===== src/rtl/if_fetch_stage.sv =====
// if_fetch_stage: RV32 fetch stage - PC, imem requests, 2-entry fetch queue, redirect/flush handling.
module if_fetch_stage #(
  parameter logic [31:0] BOOT_ADDR = 32'h0000_0000,
  parameter logic [31:0] TRAP_ADDR = 32'h0000_0100,
  parameter logic [31:0] NOP_INSTR = 32'h0000_0013
) (
  input  logic        clk_in,
  input  logic        rst_n_in,
  input  logic        ex_valid_in,
  input  logic        branch_taken_in,
  input  logic [31:0] target_in,
  input  logic        jalr_in,
  output logic        imem_req_out,
  output logic [31:0] imem_addr_out,
  input  logic        imem_rvalid_in,
  input  logic [31:0] imem_rdata_in,
  output logic        if_valid_out,
  output logic [31:0] if_instr_out,
  output logic [31:0] if_pc_out,
  output logic [31:0] if_pc_plus4_out,
  input  logic        id_ready_in,
  output logic        misaligned_out
);
  typedef enum logic {RESET, RUN} state_t;
  state_t      state_q, state_d;
  logic        run, redirect, mis, push, pop;
  logic [31:0] tgt;
  logic [1:0]  count_q;
  logic        inflight_q, rd_q, wr_q;
  logic [31:0] inflight_pc_q, pc_q, last_pc_q;
  logic [31:0] q_pc [2];
  logic [31:0] q_ins [2];
  always_ff @(posedge clk_in or negedge rst_n_in)
    if (!rst_n_in) state_q <= RESET;
    else state_q <= state_d;
  always_comb state_d = RUN;
  always_comb run = (state_q == RUN);
  assign redirect        = run & ex_valid_in & branch_taken_in;
  assign tgt             = jalr_in ? {target_in[31:1], 1'b0} : target_in;
  assign mis             = |tgt[1:0];
  assign misaligned_out  = redirect & mis;
  // Backpressure: never more words outstanding than free queue slots.
  assign imem_req_out    = run & ~redirect & ((count_q + {1'b0, inflight_q}) < 2'd2);
  assign imem_addr_out   = pc_q;
  assign push            = ~redirect & imem_rvalid_in & inflight_q;
  assign pop             = ~redirect & if_valid_out & id_ready_in;
  assign if_valid_out    = (count_q != 2'd0);
  assign if_instr_out    = if_valid_out ? q_ins[rd_q] : NOP_INSTR;
  assign if_pc_out       = if_valid_out ? q_pc[rd_q] : last_pc_q;
  assign if_pc_plus4_out = if_pc_out + 32'd4;
  always_ff @(posedge clk_in or negedge rst_n_in)
    if (!rst_n_in) begin
      pc_q          <= BOOT_ADDR;
      count_q       <= 2'd0;
      inflight_q    <= 1'b0;
      inflight_pc_q <= 32'd0;
      rd_q          <= 1'b0;
      wr_q          <= 1'b0;
      last_pc_q     <= 32'd0;
    end else begin
      pc_q       <= redirect ? (mis ? TRAP_ADDR : tgt) : imem_req_out ? pc_q + 32'd4 : pc_q;
      count_q    <= redirect ? 2'd0 : count_q + {1'b0, push} - {1'b0, pop};
      inflight_q <= imem_req_out | (inflight_q & ~imem_rvalid_in & ~redirect);
      rd_q       <= redirect ? 1'b0 : rd_q ^ pop;
      wr_q       <= redirect ? 1'b0 : wr_q ^ push;
      if (imem_req_out) inflight_pc_q <= pc_q;
      if (if_valid_out) last_pc_q <= if_pc_out;
    end
  always_ff @(posedge clk_in)
    if (push) begin
      q_pc[wr_q]  <= inflight_pc_q;
      q_ins[wr_q] <= imem_rdata_in;
    end
endmodule


===== config.mk =====
export PLATFORM = sky130hd
export DESIGN_NAME = if_fetch_stage
export DESIGN_NICKNAME = d
export VERILOG_FILES = /design/src/rtl/if_fetch_stage.sv
export SDC_FILE = /design/constraint.sdc
export NUM_CORES = 1
export LEC_CHECK = 0
export BUFFER_PORTS_ARGS = -buffer_cell sky130_fd_sc_hd__buf_2
export CAP_MARGIN = 20
export CELL_PAD_IN_SITES_DETAIL_PLACEMENT = 1
export CELL_PAD_IN_SITES_GLOBAL_PLACEMENT = 1
export CORE_ASPECT_RATIO = 1.75
export CORE_MARGIN = 2
export CORE_UTILIZATION = 44
export CTS_CLUSTER_DIAMETER = 120
export DETAILED_ROUTE_END_ITERATION = 10
export PLACE_DENSITY_LB_ADDON = 0.05
export SETUP_SLACK_MARGIN = 0.1
export SLEW_MARGIN = 20
export SYNTH_ARGS = -nofsm -noshare
export SYNTH_HDL_FRONTEND = slang
export SYNTH_SLANG_ARGS = --single-unit

===== constraint.sdc =====
create_clock -name clk_in -period 3.5 [get_ports clk_in]
set_clock_uncertainty 0.1 [all_clocks]
set_input_delay 0.525 -clock clk_in [delete_from_list [all_inputs] [get_ports clk_in]]
set_output_delay 0.525 -clock clk_in [all_outputs]
set_load 0.01 [all_outputs]

---- Word-level counts from Yosys, hierarchy flattened ----
Memory sizes are Yosys's and may differ from the RTL's.
Cells that the tools add are included.
word-level totals
  bits in latches ......................... 0
  memory bits (read-only) ................. 0
  input port bits ......................... 71
  flip-flop bits (word level) ............. 102
  RAM bits ................................ 128
  output and inout port bits .............. 131
  memories kept ........................... 2
  word-level logic and storage cells ...... 46
memory list
  memory  depth  width  rd ports  clocked after memory_dff  wr ports  RTL line  source
  q_ins   2      32     1         0                         1         32        logic [31:0] q_ins [2];
  q_pc    2      32     1         0                         1         31        logic [31:0] q_pc [2];
cells by class
  shift operators ......................... 0
  divide/modulo/power cells ............... 0
  $add $sub $neg .......................... 5
  mux-type cells .......................... 11
  reduce and logical (&&, ||, !) cells .... 3
  equality and inequality tests ........... 0
  order comparisons ....................... 1
  bitwise operators ....................... 16
  multiply operators ...................... 0
operator list
  kind                                               number
  two-way mux 32 bit                                 5
  adder 32 x 3 -> 32 bit, second input constant      2
  AND 1 bit                                          11
  two-way mux 1 bit                                  5
  adder 2 x 1 -> 2 bit                               2
  nonzero test 2 bit                                 2
  less-than comparator 2 bit, second input constant  1
  two-way mux 2 bit                                  1
  NOT 1 bit                                          2
  OR reduction 2 bit                                 1
  subtractor 2 x 1 -> 2 bit                          1
  bitwise XOR 1 bit                                  2
  bitwise OR 1 bit                                   1

---- Longest topological paths before layout ----
  depth in word-level cells ............... 8
  mapped depth ............................ 13
  mapped depth without buffers ............ 10

---- Worst setup path after synthesis ----
No wires, ideal clock.
  path kind ............................... input-to-reg
  start point ............................. in branch_taken_in
  end point ............................... mem q_ins[1][0] (enable)
  arrival ................................. 2.671 ns
  stages .................................. 4
  path buffers ............................ 1
  library setup time ...................... 0.429 ns
  path slack .............................. 0.300 ns
  required time ........................... 2.971 ns
  cells stage by stage .................... nand3_1 clkbuf_1 and3_1 ha_1
on the way
  word-level cells in the longest chain between the ends .. 6
ends and longest elaborated chain
  element                                  RTL line  source
  start: declaration                       10        input logic branch_taken_in,
  AND 1 bit                                38        assign redirect = run & ex_valid_in & branch_taken_in;
  NOT 1 bit                                45        assign push = ~redirect & imem_rvalid_in & inflight_q;
  AND 1 bit (2 in a row)                   45
  two-way mux 1 bit                        70        if (push) begin
  two-way mux 1 bit (not written as such)  72        q_ins[wr_q] <= imem_rdata_in;
  end: declaration                         32
Every way passes these cells.

---- Worst setup path in the final report ----
  start point ............................. reg rd_q
  end point ............................... out if_pc_plus4_out[29]
on the way
  word-level cells in the longest chain between the ends .. 3
ends and longest elaborated chain
  element                   RTL line  source
  start: declaration        29        logic inflight_q, rd_q, wr_q;
  start signal: assignment  64        rd_q <= redirect ? 1'b0 : rd_q ^ pop;
  memory (2 x 32 bit)       -
  two-way mux 32 bit        49        assign if_pc_out = if_valid_out ? q_pc[rd_q] : last_pc_q;
  adder 32 x 3 -> 32 bit    50        assign if_pc_plus4_out = if_pc_out + 32'd4;
  end: declaration          20        output logic [31:0] if_pc_plus4_out,
Every way passes these cells.

==> results.sh <==
export IMPL_final_util=0.5673
export IMPL_pre_cts_ws_ns=0.3784
export IMPL_synthesis_nets=913
export IMPL_power_frac_comb=0.440
export IMPL_avgSynthCellArea_um2=12.02
export IMPL_area_growth_pct=27.34
export IMPL_ys_ff_latch=230
export IMPL_start_util=0.4455
export IMPL_overflow=0
export IMPL_routed_wl_um=25840
export IMPL_yosysSeqAreaShare=0.6364
export IMPL_powerDensity_mw_per_mm2=921.6
export IMPL_cts_root_buf="clkbuf_16"
export IMPL_path_cells="buf_8 -> mux2i_2 -> a21oi_2 -> and2_1 -> nand4_1 -> buf_6 -> nor4_4 -> xor2_1 -> buf_2"
export IMPL_synth_edf_count=128
export IMPL_synth_top_area_share=0.3824
export IMPL_yosysTopAreaCell="edfxtp_1"
export IMPL_worst_slew_pin_slew_ns=0.7750
export IMPL_final_period_utilization=0.9752
export IMPL_switching_share=0.3782
export IMPL_critPathKind="flip-flop to output port"
export IMPL_routedWlPerCell_um=18.52
export IMPL_port_buffers=201
export IMPL_vdd_drop_max_mv=0.4621
export IMPL_die_h_um=203.9
export IMPL_leakagePower_nw=5.553
export IMPL_p_seq_frac=0.337
export IMPL_synth_top_flop_cell="edfxtp_1"
export IMPL_core_mm2=0.02256
export IMPL_htree_levels=1
export IMPL_critical_path_max_stage_delay_ns=0.57
export IMPL_status="finished clean"
export IMPL_num_io_pins=202
export IMPL_grt_max_degree=54
export IMPL_power_switching_w=0.004461
export IMPL_drc_errors=0
export IMPL_dp_hpwl_um=18080
export IMPL_cts_tree="built"
export IMPL_fmax_mhz=293.0
export IMPL_maxSlewHeadroom=0.4786
export IMPL_yosysUniqueCellTypes=55
export IMPL_clock_sink_count=230
export IMPL_path_max_fanout=11
export IMPL_drive_gt1_frac=0.3306
export IMPL_hold_viol=0
export IMPL_antenna_cells=0
export IMPL_ys_top_cells_by_area="edfxtp_1, dfrtp_1, mux2i_1"
export IMPL_vias_per_cell=5.204
export IMPL_syn_area_mm2=0.01005
export IMPL_internal_power_w=0.007335
export IMPL_hold_path_class="input port to flip-flop"
export IMPL_drt_first_pass_iters=4
export IMPL_clkLatencyLatePin_ns=0.53
export IMPL_postRouteAntennaNets=0
export IMPL_die_width_um=118.3
export IMPL_finalPower_w=0.01180
export IMPL_maxCapViolations=0
export IMPL_power_clock_fraction=0.224
export IMPL_vias=7259
export IMPL_die_area_mm2=0.02412
export IMPL_layout_common_cells="buf_2, nand2_1, edfxtp_1"
export IMPL_place_gp_congestion=0.8740
export IMPL_synth_cells=836
export IMPL_num_rows=73
export IMPL_ctsLongestPathBuffers=3
export IMPL_finalWorstSetupSlack_ns=0.08690
export IMPL_grt_pass1_wl_um=41600
export IMPL_rsz0062_at_grt="true"
export IMPL_grt_pass1_vias=7858
export IMPL_track_usage=0.2168
export IMPL_startpoint_type="flip-flop"
export IMPL_grt_antenna_before_repair=0
export IMPL_layout_nets=1156
export IMPL_async_reset_ff_frac=0.4435
export IMPL_slew_viol_final=0
export IMPL_ys_warn_count=0
export IMPL_detail_route_iter0_violations=315
export IMPL_final_common_cell="buf_2"
export IMPL_slowest_stage="dfrtp_4"
export IMPL_finalCriticalPeriod_ns=3.413
export IMPL_cts_buffers=22
export IMPL_cp_arrival_ns=2.79
export IMPL_cp_data_required_time_ns=2.87
export IMPL_critPathCaptureType="output port"
export IMPL_path_clk_slew_ns=0.06
export IMPL_finalSetupViolCount=0
==> per-stage QoR <==
step	std cells	TNS (ns)	hold slack (ns)	instance area, um2
floorplan	836	0	0.1294	10050
global route	1395	-0.7465	0.07603	12800
detailed placement	1327	0	0.3595	11520
global placement	1327	0	0.3499	11520
finish	1395	0	0.08505	12800
CTS	1390	0	0.06302	12740
==> synth_stat cells (17+ instances only) <==
cell type / instances
nor3_1: 33
edfxtp_1: 128
a21oi_1: 37
o21ai_0: 28
nand2_1: 149
a21oi_2: 18
xnor2_1: 19
nand3_1: 23
xor2_1: 27
clkbuf_1: 17
mux2i_1: 66
nor2_1: 54
dfrtp_1: 102
==> registers in the layout (all words and copies together), names as in the netlist <==
name / cells
last_pc_q: 32
count_q: 2
inflight_pc_q: 32
imem_addr_out: 32
run: 1
q_pc: 64
q_ins: 64
inflight_q: 1
wr_q: 1
rd_q: 1
==> cell type report <==
| cell class | count | area (um2) |
|---|---|---|
| Tap cell | 300 | 375.4 |
| Multi-Input combinational cell | 548 | 3583 |
| Clock buffer | 27 | 600.6 |
| Clock inverter | 13 | 206.4 |
| Fill cell | 2424 | 9762 |
| Sequential cell | 230 | 6402 |
| Timing Repair Buffer | 261 | 1563 |
| Inverter | 16 | 67.56 |
==> per-layer routing <==
layer	vias to the layer above	track usage	routed length [um]
li1	3452	-	-
met2	193	0.4127	14060
met5	-	0	0
met1	3564	0.2392	9740
met3	50	0.02734	1098
met4	0	0.09380	941
==> power by group through the flow <==
stage | Combinational (W) | Clock [W] | Sequential [W]
floorplan | 0.00290 | 0 | 0.00390
global placement | 0.00444 | 0 | 0.00401
detailed placement | 0.00452 | 0 | 0.00405
CTS | 0.00512 | 0.00271 | 0.00398
global route | 0.00564 | 0.00280 | 0.00405
finish | 0.00518 | 0.00264 | 0.00397
==> worst max-delay path, delay by kind of cell, from the launching register on <==
family | cells | cell delay (ns)
flops | 1 | 0.57
simple gates | 3 | 0.57
buf+inv | 3 | 0.55
compound gates | 1 | 0.21
xor+xnor | 1 | 0.20
mux | 1 | 0.17
==> path summary, 6_finish.rpt <==
| kind | cells after the start | from | end | slack [ns] |
|---|---|---|---|---|
| hold reg to reg | 2 | last_pc_q[31]$_DFFE_PN0N_ | last_pc_q[31]$_DFFE_PN0N_ | 0.37 |
| min in group asynchronous | 2 | rst_n_in | imem_addr_out[20]$_DFFE_PN0P_ | 0.49 |
| setup / recovery | 9 | rd_q$_DFF_PN0_ | if_pc_plus4_out[29] | 0.09 |
| max in group asynchronous | 3 | rst_n_in | rd_q$_DFF_PN0_ | 2.03 |
| setup reg to reg | 7 | count_q[0]$_DFF_PN0_ | imem_addr_out[25]$_DFFE_PN0P_ | 0.87 |
| hold / removal | 1 | imem_rdata_in[5] | q_ins[1][5]$_DFFE_PP_ | 0.09 |
==> cell families (layout without fill, tap and decap cells) <==
logic type,after synthesis,count (layout),synth area share
simple gates,314,315,0.1500
flops,230,230,0.6364
compound gates,114,114,0.07058
mux,66,66,0.06573
buf+inv,59,317,0.02938
xor+xnor,46,46,0.04009
fa+ha+maj,6,6,0.007469
other cells,1,1,0.0003731
==> repair_timing <==
action                                  CTS  global route
gates cloned                              1             0
gates resized for setup                  50             6
hold endpoints to repair                 50             0
endpoints found under the setup margin   18            17
pin swaps                                22             9
hold buffers                              1             0
buffers inserted                         21             5
Power figures use the tool's default switching activity.
